==> config.mk <==
export PLATFORM = sky130hd
export DESIGN_NAME = edge_event_arbiter
export DESIGN_NICKNAME = d
export VERILOG_FILES = /design/src/rtl/edge_event_arbiter.sv
export SDC_FILE = /design/constraint.sdc
export NUM_CORES = 1
export LEC_CHECK = 0
export ABC_CLOCK_PERIOD_IN_PS = 2600
export BUFFER_PORTS_ARGS = -buffer_cell sky130_fd_sc_hd__buf_2
export CAP_MARGIN = 20
export CORE_ASPECT_RATIO = 1.4
export CORE_MARGIN = 2
export CORE_UTILIZATION = 54
export CTS_BUF_LIST = sky130_fd_sc_hd__clkbuf_2
export CTS_CLUSTER_DIAMETER = 30
export CTS_CLUSTER_SIZE = 20
export DETAILED_ROUTE_END_ITERATION = 16
export PLACE_DENSITY = 0.77
export SLEW_MARGIN = 20
export SYNTH_ARGS = -nofsm -noshare
export SYNTH_HDL_FRONTEND = slang
export SYNTH_SLANG_ARGS = --single-unit
==> constraint.sdc <==
create_clock -name clk -period 2.6 [get_ports clk]
set_clock_uncertainty 0.2 [all_clocks]
set_input_delay 0.13 -clock clk [delete_from_list [all_inputs] [get_ports clk]]
set_output_delay 0.13 -clock clk [all_outputs]
set_load 0.05 [all_outputs]
==> src/rtl/edge_event_arbiter.sv <==
// edge_event_arbiter: per-channel edge detect, pending store, round-robin event slot.
// Optional timestamps (ev_ts and a free-running counter) are built only when EDGE_ARB_TS_EN is defined.
// Ports:
//   clk, rst          clock, async active-high reset
//   din, mode         channel inputs, 2-bit edge mode per channel
//   ev_valid/ev_ready event handshake
//   ev_id, ev_pol     channel id and edge polarity (1 = rising) of the presented event
//   ev_ts             detection timestamp (EDGE_ARB_TS_EN only)
//   ovf, ovf_clr      sticky overflow flags, per-bit clear pulse
module edge_event_arbiter #(
  parameter int N_CH = 4,
  parameter int IDW  = 2,
  parameter int TSW  = 16
) (
  input  logic              clk,
  input  logic              rst,
  input  logic [N_CH-1:0]   din,
  input  logic [2*N_CH-1:0] mode,
  output logic              ev_valid,
  input  logic              ev_ready,
  output logic [IDW-1:0]    ev_id,
  output logic              ev_pol,
`ifdef EDGE_ARB_TS_EN
  output logic [TSW-1:0]    ev_ts,
`endif
  output logic [N_CH-1:0]   ovf,
  input  logic [N_CH-1:0]   ovf_clr
);

  typedef enum logic {
    EMPTY = 1'b0,
    FULL  = 1'b1
  } state_t;

  if (N_CH < 2 || N_CH > 16 || IDW != $clog2(N_CH) || TSW < 1) begin : g_param_err
    $error("edge_event_arbiter: bad parameters");
  end

  state_t          state_q;
  logic            init_q;
  logic [N_CH-1:0] prev_q;
  logic [N_CH-1:0] pend_v;
  logic [N_CH-1:0] pend_pol;
  logic [IDW-1:0]  rr_q;

`ifdef EDGE_ARB_TS_EN
  logic [TSW-1:0]  ts_q;
  logic [TSW-1:0]  pend_ts [N_CH];
`endif

  logic [N_CH-1:0] rise;
  logic [N_CH-1:0] fall;
  logic [N_CH-1:0] qual;
  logic [N_CH-1:0] take;
  logic [N_CH-1:0] ovf_set;
  logic            found;
  logic [IDW-1:0]  win;
  logic            load;

  assign ev_valid = (state_q == FULL);

  // The init cycle after reset only primes prev_q, so no edge qualifies.
  always_comb begin
    rise = din & ~prev_q;
    fall = ~din & prev_q;
    qual = '0;
    for (int i = 0; i < N_CH; i++) begin
      qual[i] = !init_q &&
                ((rise[i] && mode[2*i]) ||
                 (fall[i] && mode[2*i+1]));
    end
  end

  // Round-robin search begins one past the last winner.
  always_comb begin
    logic [IDW:0] s;
    found = 1'b0;
    win   = '0;
    s     = '0;
    for (int k = 1; k <= N_CH; k++) begin
      s = {1'b0, rr_q} + (IDW+1)'(k);
      if (s >= (IDW+1)'(N_CH)) begin
        s = s - (IDW+1)'(N_CH);
      end
      if (!found && pend_v[s[IDW-1:0]]) begin
        found = 1'b1;
        win   = s[IDW-1:0];
      end
    end
  end

  assign load = (!ev_valid || ev_ready) && found;

  always_comb begin
    take = '0;
    if (load) begin
      take[win] = 1'b1;
    end
  end

  // An entry leaving for the slot frees room for an edge in the same cycle.
  assign ovf_set = qual & pend_v & ~take;

  always_ff @(posedge clk or posedge rst) begin
    if (rst) begin
      state_q  <= EMPTY;
      init_q   <= 1'b1;
      prev_q   <= '0;
      pend_v   <= '0;
      pend_pol <= '0;
      rr_q     <= '0;
      ev_id    <= '0;
      ev_pol   <= 1'b0;
      ovf      <= '0;
`ifdef EDGE_ARB_TS_EN
      ts_q     <= '0;
      ev_ts    <= '0;
      for (int i = 0; i < N_CH; i++) begin
        pend_ts[i] <= '0;
      end
`endif
    end else begin
      init_q <= 1'b0;
      prev_q <= din;
      ovf    <= (ovf & ~ovf_clr) | ovf_set;
`ifdef EDGE_ARB_TS_EN
      ts_q   <= ts_q + 1'b1;
`endif

      for (int i = 0; i < N_CH; i++) begin
        if (qual[i] && (!pend_v[i] || take[i])) begin
          pend_v[i]   <= 1'b1;
          pend_pol[i] <= rise[i];
`ifdef EDGE_ARB_TS_EN
          pend_ts[i]  <= ts_q;
`endif
        end else if (take[i]) begin
          pend_v[i] <= 1'b0;
        end
      end

      if (load) begin
        ev_id  <= win;
        ev_pol <= pend_pol[win];
        rr_q   <= win;
`ifdef EDGE_ARB_TS_EN
        ev_ts  <= pend_ts[win];
`endif
      end

      unique case (state_q)
        EMPTY: begin
          if (found) begin
            state_q <= FULL;
          end
        end
        FULL: begin
          if (ev_ready && !found) begin
            state_q <= EMPTY;
          end
        end
        default: state_q <= EMPTY;
      endcase
    end
  end

endmodule

# [Word level (Yosys, flattened, before mapping)]
# Cells that the tools add are included.
[word_totals] inputBits=19 register_bits=21 output_inout_bits=8 wordCells=124
[op_classes] n_reduce_logical=45 order_cmp=10 n_bitwise=11 muxes=36 addsub=8
[op_table] op="logical AND 1 bit" count=22
[op_table] op="bitwise AND 4 bit" count=5
[op_table] op="2-to-1 mux 1 bit" count=20
[op_table] op="2-to-1 mux 2 bit" count=8
[op_table] op="inverter 4 bit" count=4
[op_table] op="less-than comparator 2 x 3 -> 1 bit (second input constant)" count=5
[op_table] op="greater-or-equal comparator 3 bit (second input constant)" count=4
[op_table] op="binary-select mux 1 bit (select 2 bit)" count=5
[op_table] op="logical NOT 1 bit" count=10
[op_table] op="logical OR 1 bit" count=9
[op_table] op="nonzero test 2 bit" count=4
[op_table] op="subtractor 2 x 1 -> 2 bit (second input constant)" count=4
[op_table] op="adder 2 x 2 -> 3 bit (second input constant)" count=2
[op_table] op="2-to-1 mux 4 bit" count=1
[op_table] op="bitwise OR 4 bit" count=1
[op_table] op="adder 2 x 1 -> 3 bit (second input constant)" count=1
[op_table] op="adder 2 x 3 -> 3 bit (second input constant)" count=1
[op_table] op="demux 1 bit (select 2 bit)" count=1
[op_table] op="greater-or-equal comparator 2 x 1 -> 1 bit (second input constant)" count=1
[op_table] op="one-hot mux 1 bit (2 select lines)" count=1
[op_table] op="inverter 1 bit" count=1

# [Depth between registers and ports, before layout]
# Gate-level depths: netlist (run 1).
[logic_depth] word_depth=23 ltp_mapped=6 ltp_nobuf=5

# [Worst setup path after synthesis (run 1)]
# OpenSTA, ideal clock, no wires.
[synth_path] kind="register -> register" from="reg rr_q[1]" to="reg pend_pol[2]" stages_incl_launch_ff=7 path_slack_ps=191 t_arrival_ps=2082 n_path_buf=1 setup_time_ps=128 required_time_ps=2272 period_less_slack_ps=2409 cell_sequence="dfrtp_1 > buf_2 > mux2i_1 > o22ai_1 > or3_1 > o32ai_1 > mux2_1"
[synth_between] elab_chain_len=22 elab_cells_between_ends=47 classes_between="add/sub: 8; order compare: 6; mux: 23; reduce/logical: 10"
[synth_lines] item="start, declared" line="44" source="logic [IDW-1:0] rr_q;"
[synth_lines] item="start signal, assigned" line="145" source="rr_q <= win;"
[synth_lines] item="adder 2 x 1 -> 3 bit" line="81" source="s = {1'b0, rr_q} + (IDW+1)'(k);"
[synth_lines] item="greater-or-equal comparator 3 bit or subtractor 2 x 1 -> 2 bit (tied branches)" line="82, 83"
[synth_lines] item="2-to-1 mux 2 bit" line="82" source="if (s >= (IDW+1)'(N_CH)) begin"
[synth_lines] item="binary-select mux 1 bit (select 2 bit)" line="85" source="if (!found && pend_v[s[IDW-1:0]]) begin"
[synth_lines] item="2-to-1 mux 1 bit (not written as such)" line="85"
[synth_lines] item="2-to-1 mux 1 bit" line="85"
[synth_lines] item="logical NOT 1 bit" line="85"
[synth_lines] item="logical AND 1 bit" line="85"
[synth_lines] item="(+6 left out)"
[synth_lines] item="2-to-1 mux 2 bit" line="85"
[synth_lines] item="less-than comparator 2 x 3 -> 1 bit (not written as such) or greater-or-equal comparator 2 x 1 -> 1 bit (tied branches)" line="97" source="take[win] = 1'b1;"
[synth_lines] item="logical AND 1 bit (not written as such)" line="97"
[synth_lines] item="2-to-1 mux 1 bit (not written as such)" line="97"
[synth_lines] item="demux 1 bit (select 2 bit)" line="97"
[synth_lines] item="2-to-1 mux 4 bit (*)" line="96" source="if (load) begin"
[synth_lines] item="logical OR 1 bit (*)" line="131" source="if (qual[i] && (!pend_v[i] || take[i])) begin"
[synth_lines] item="logical AND 1 bit (*)" line="131"
[synth_lines] item="end signal, assigned by index" line="133" source="pend_pol[i] <= rise[i];"
[synth_lines] item="end, declared" line="43" source="logic [N_CH-1:0] pend_pol;"
# Mark *: on every way between the ends. The rest lies on a longest branch, timed or not. The select of a mux whose other input is x is not followed.
# A chain may end at the register's enable or synchronous reset.

# [Worst setup path in the final report (run 1)]
[layout_path] from="reg rr_q[0]" to="reg pend_pol[2]"
# Same word-level chain as after synthesis.

==> summary.md, run 1 <==
| Metric | Value |
|---|---|
| Routed wl met2 | roughly 1.3 mm |
| H-tree levels | 1 |
| Top cell type's share of synthesized area | 47.8% |
| WP data arrival | around 2200 ps |
| Fmax | around 0.45 GHz |
| Worst-path clk slew | between 200 and 250 ps |
| Largest net degree at the start of global routing | 22 |
| TritonCTS clock tree | yes |
| End of the critical path | pend_pol[2] |
| Unrepaired setup endpoints after global routing | false |
| Worst reg2reg path endpoint | pend_pol[2] |
| Post-cts sizing count | 0 |
| # setup viols final | 0 |
| YS warnings | 0 |
| Layout area overhead | 26.6% |
| Most common cell in the netlist | dfrtp_1 |
| Hold Path Class | input pin to register |
| LEAKAGE | about 0.59 nW |
| Startpoint Class | register |
| Distinct cells, synth | 33 |
| Post-route cell area | roughly 0.0013 sq mm |
| FF-to-FF Start | rr_q[0] |
| Measured slew at the worst slew-check pin | 792 ps |
| GPL Wtd Cong | a little under 0.8 |
| Synth area leaders | dfrtp_1 48%, nand3b_1 4.3%, nand2_1 3.6% |
| Final Hold Viols | 1 |
| TNS Setup | 0 ps |
| Cell count of the worst reg-to-reg path | 5 |
| Final wirelength | ~2.3 mm |
| Total track usage | between 20% and 30% |
| Via count | 932 |
| Reg-to-reg setup timing slack | around 400 ps |
| Fin crit period | about 2200 ps |
| Final ANT Viol Nets | 0 |
| Leading area contributor after synthesis | dfrtp_1 |
| Core Region | around 0.0018 sq mm |
| Post-synth EDFFs | 0 |
| CTS buffer count | 3 |
| CP startpoint | rr_q[0] |
| Initial Util | 58.1% |
| Fin Hold WS | -17.3 ps |
| Port bufs | 26 |
| Status | finished with violations |
| Critical path type | register to register |
| Die ar. | roughly 0.0023 sq mm |
| Iteration-0 DRC Markers | 20 |
| Die Y | between 50 and 60 um |
| Flops & latches, synth | 21 |
| Met3 Routed Length | 86 um |
| Postcts setup bufs | 0 |
| Tcrit/Tclk final | 84.8% |
| Max-slew violation count | 0 |
| DRC | 0 |
| Final worst slack | a little under 400 ps |
| Mapped cell area | around 0.0010 sq mm |
| CTS root buf | clkbuf_2 |
| Nets | 160 |
| First-pass GRT wire length | around 3.8 mm |
| CTS sink count | 21 |
| Slew headroom | between 40 and 50% |
| Antenna violations before repair | 0 |
| Grt ovf | 0 |
| Pwr Density | ~1100 mW/mm^2 |
| Pre-CTS setup slack | roughly 450 ps |
| Wire length per cell | 14.4 um |
| Layout cell share with drive strength beyond 1 | 24.3% |
| CP required | about 2600 ps |
| FFs w/ async S/R, synth | 100% |
| Chip width | about 41 um |
| Hpwl dp | around 1.6 mm |
| MaxCap Viol Count | 0 |
| Worst Setup End Kind | register |
| Highest metal used | met4 |
| Top post-synthesis cells by count | 20 x dfrtp_1, 10 x nand2_1, 6 x inv_1, 6 x nand2b_1, 6 x nand3b_1 |
| Pre-antenna DRT Iters | 4 |
| Failing checks | hold timing |
| Syn Nets | 120 |
| Dpl cell area | between 0.001 and 0.0015 sq mm |
| Clock Tree Buf Depth | 2 |
| Num rows | 18 |
| Avg Vias per Cell | about 5.8 |
| Worst-Skew Late Latency | about 340 ps |
| Mapped Cells | around 100 |
| Antenna Cells | 0 |
| Mean area per synthesized cell | ~10 sq um |
| Register area share after synthesis | 50.3% |
| # IOs | 27 |
| Maximum vdd drop | 0.544 mV |
| Vias in the first global route | approximately 930 |
| Most used DFF post-synth | dfrtp_1 |
| Met1 Wirelength | roughly 910 um |
| Critical path fanouts, max | 7 |
==> area by class of cell <==
cell class	count	area, sq um
sequential	21	527
timing repair buffer	38	248
clock buffer	4	20.0
fill	153	475
inverter	6	22.5
tap	20	25.0
multi-input combinational	71	484
==> registers in the layout, indices dropped and copies added (netlist names) <==
| signal | count |
|---|---|
| ev_valid | 1 |
| ovf | 4 |
| ev_pol | 1 |
| pend_pol | 4 |
| rr_q | 2 |
| init_q | 1 |
| prev_q | 4 |
| pend_v | 4 |
==> logic make-up after synthesis <==
kind of cell,synth area share [%]
AO/OA/AOI/OAI,24.6
AND/OR/NAND/NOR,19.2
other,0.358
multiplexers,2.03
flip-flops,50.3
buffers and inverters,3.46
==> critical path: stages, from the launching register on <==
cell and delay (ps):
dfrtp_1 480, nand2b_1 170, a22o_1 200, a221o_2 400
o32ai_1 310, mux2_1 350
==> metrics by stage <==
step	power, mW	std cells	utilization (%)
floorplan	1.12	101	-
finish	1.43	160	73.6
global route	1.54	160	73.6
global placement	1.26	145	66.4
CTS	1.43	160	73.6
detailed placement	1.28	145	66.4
==> what timing repair did <==
action | 4_1_cts | 5_1_grt
hold buffers | 11 | 0
endpoints found under the setup margin | 0 | 0
hold endpoints to repair | 31 | 0
==> where the power goes <==
| group | leakage (nW) | switching (mW) | internal, mW |
|---|---|---|---|
| Sequential | 0.245 | 0.139 | 0.430 |
| Combinational | 0.332 | 0.436 | 0.279 |
| Clock | 0.0166 | 0.104 | 0.0407 |
| Total | 0.594 | 0.678 | 0.750 |
==> metal layers <==
metal | vias to the layer above | GRT usage (%)
li1 | 453 | -
met1 | 448 | 27.8
met2 | 26 | 39.5
met3 | 5 | 2.40
met4 | 0 | 8.29
met5 | - | 0
==> worst min-delay path by stage <==
stage,startpoint,end,cells past startpoint
2_1_floorplan,rst,ev_pol,1
3_3_place_gp,din[1],prev_q[1],1
3_5_place_dp,din[2],prev_q[2],1
4_1_cts,mode[2],pend_v[1],5
5_1_grt,mode[6],pend_v[3],4
6_report,mode[2],pend_v[1],5
==> placed cells by master (no fill, tap or decap), drive strengths merged, types with 2 or more instances in the layout <==
master	netlist	routed
nand2b	6	6
buf	2	27
nor3b	4	4
a21o	2	2
dfrtp	20	20
o31ai	4	4
nor2	2	2
dlygate4sd3	0	11
a211oi	3	3
nand3b	6	6
nand2	10	10
o21ai	4	4
clkbuf	1	4
and2	3	3
o311a	3	3
a21oi	2	2
o22ai	5	5
o41ai	2	2
inv	6	6
a211o	3	3
(Power assumes the default switching activity.)
==> run 2: changes to the inputs <==
--- a/config.mk
+++ b/config.mk
@@ -5,17 +5,17 @@
 export SDC_FILE = /design/constraint.sdc
 export NUM_CORES = 1
 export LEC_CHECK = 0
-export ABC_CLOCK_PERIOD_IN_PS = 2600
+export ABC_CLOCK_PERIOD_IN_PS = 1800
 export BUFFER_PORTS_ARGS = -buffer_cell sky130_fd_sc_hd__buf_2
 export CAP_MARGIN = 20
 export CORE_ASPECT_RATIO = 1.4
 export CORE_MARGIN = 2
-export CORE_UTILIZATION = 54
+export CORE_UTILIZATION = 48
 export CTS_BUF_LIST = sky130_fd_sc_hd__clkbuf_2
 export CTS_CLUSTER_DIAMETER = 30
 export CTS_CLUSTER_SIZE = 20
 export DETAILED_ROUTE_END_ITERATION = 16
-export PLACE_DENSITY = 0.77
+export PLACE_DENSITY = 0.72
 export SLEW_MARGIN = 20
 export SYNTH_ARGS = -nofsm -noshare
 export SYNTH_HDL_FRONTEND = slang
==> constraint.sdc (replaced) <==
create_clock -name clk -period 1.8 [get_ports clk]
set_clock_uncertainty 0.2 [all_clocks]
set_input_delay 0.09 -clock clk [delete_from_list [all_inputs] [get_ports clk]]
set_output_delay 0.09 -clock clk [all_outputs]
set_load 0.05 [all_outputs]
==> run 2 against run 1 <==
- worst hold slack better by 2.3 ps
- non-clock buffer count is 29 higher
- the flow finishes with violations (hold timing, setup timing)
- final area is 26% higher
- first-iteration DRC count is 110% higher
- die area is 11% higher
- largest power group unchanged
- flip-flop and latch count stayed put
- largest cell class is now multi-input gates
- critical path depth is 1 higher
==> summary.md, run 2 (synthesis results as in run 1) <==
| Metric | Value |
|---|---|
| CP delay by family, top | compound AO/OA/AOI/OAI gates |
| GPL Wtd Cong | roughly 0.78 |
| Final Hold Viols | 1 |
| Final wirelength | between 2 and 3 mm |
| CTS buffer count | 3 |
| Layout area overhead | 59.7% |
| CP required | roughly 1800 ps |
| Grt ovf | 0 |
| Largest net degree at the start of global routing | 13 |
| # setup viols final | 13 |
| Fin crit period | 2110 ps |
| Post-route cell area | between 0.0015 and 0.002 sq mm |
| TNS Setup | -2830 ps |
| Critical-path top delay cell | dfrtp_2 |
| Layout cell share with drive strength beyond 1 | ~45% |
| Pwr Density | 1820 mW/mm^2 |
| Most frequent cells in the layout | 26 x buf_2, 25 x buf_4, 16 x dfrtp_1, 14 x dlygate4sd3_1, 10 x nand2_1 |
| Core Region | 0.00213 sq mm |
| Failing checks | hold timing, setup timing |
| Buffers plus inverters on the worst setup path | 1 |
| Final worst slack | -310 ps |
| Final ANT Viol Nets | 0 |
| Critical path type | register to register |
| Iteration-0 DRC Markers | between 40 and 50 |
| Nets | around 190 |
| Maximum vdd drop | about 0.97 mV |
| Worst-Skew Late Latency | about 330 ps |
| Worst Setup End Kind | register |
| Clock Tree Buf Depth | 2 |
| Antenna Cells | 0 |
| Pre-CTS setup slack | -308 ps |
| Via count | around 1,100 |
| TritonCTS clock tree | yes |
| Initial Util | 49.2% |
| Unrepaired setup endpoints after global routing | true |
| Wire length per cell | approximately 15 um |
| Vias in the first global route | about 1,100 |
| Fmax | around 0.47 GHz |
| Chip width | 43.5 um |
| Worst-path clk slew | approximately 210 ps |
| Hpwl dp | ~1.8 mm |
| CTS root buf | clkbuf_2 |
| Avg Vias per Cell | approximately 5.7 |
| Port bufs | 26 |
| CP peak stage delay | approximately 470 ps |
| Startpoint Class | register |
| CTS sink count | 21 |
| Critical path fanouts, max | 5 |
| H-tree levels | 1 |
| Pre-antenna DRT Iters | 5 |
| Antenna violations before repair | 0 |
| Fin Hold WS | -15.0 ps |
| Total track usage | 24.3% |
| Num rows | 20 |
| DRC | 0 |
| WP data arrival | between 2000 and 2500 ps |
| First-pass GRT wire length | ~4.6 mm |
| Leading cell type in the layout, fill and taps excluded | buf_2 |
| Hold Path Class | input pin to register |
| Critical path cell sequence | nand2b_4 -> a22o_1 -> a221o_2 -> buf_4 -> a211oi_1 -> o41ai_2 |
| Tcrit/Tclk final | 117% |
| Die Y | just under 60 um |
| Max-slew violation count | 0 |
| # IOs | 27 |
| Dpl cell area | approximately 0.0014 sq mm |
| LEAKAGE | between 0.7 and 0.8 nW |
| Status | finished with violations |
| Die ar. | around 0.0026 sq mm |
| MaxCap Viol Count | 0 |
==> run 2: layer usage <==
layer	global-route usage, %	vias to the layer above	wire length [um]
met5	0	-	0
met4	13.0	0	126
met3	3.05	16	151
met2	43.7	46	1550
met1	27.3	519	1120
li1	-	516	-
==> run 2: timing repair <==
item | in CTS | in global routing
endpoints found under the hold margin | 32 | 0
hold buffers | 14 | 0
pin swaps | 5 | 4
gates cloned | 0 | 0
gates resized for setup | 8 | 9
endpoints found under the setup margin | 13 | 14
setup buffers | 7 | 3
==> run 2: metrics by stage <==
step           util [%]  cells  total power, mW
2_1_floorplan         -    101             1.70
3_3_place_gp       63.6    164             2.18
3_5_place_dp       63.6    164             2.24
4_1_cts            75.8    188             2.78
5_1_grt            78.6    191             3.18
6_report           78.6    191             3.04
==> run 2: worst paths after layout <==
path | startpoint | to | slack [ps] | cells after the start
min | mode[2] | ovf[1] | -20 | 5
max in group asynchronous | rst | init_q | 720 | 4
max | rr_q[0] | ev_pol | -310 | 6
min reg2reg | ovf[3] | ovf[3] | 350 | 2
min in group asynchronous | rst | prev_q[1] | 70 | 3
max reg2reg | rr_q[0] | ev_pol | -310 | 6
==> run 2: area by class of cell <==
class	instances	area [sq um]
repair buffers	67	480
multi-input cells	71	591
fillers	146	454
flip-flops and latches	21	532
clock buffers	4	20.0
well taps	22	27.5
inverters	6	22.5
==> run 2: worst register-to-register path, cell delays in order (launching register included) <==
cell and delay (ps):
dfrtp_2 470, nand2b_4 140, a22o_1 210, a221o_2 400
buf_4 160, a211oi_1 310, o41ai_2 120
==> run 2: where the power goes <==
part / internal (mW) / switching [mW] / leakage [nW] / total [mW]
Clock: 0.0588 / 0.152 / 0.0166 / 0.211
Sequential: 0.632 / 0.183 / 0.241 / 0.815
Combinational: 0.973 / 1.04 / 0.498 / 2.01
Total: 1.66 / 1.38 / 0.756 / 3.04
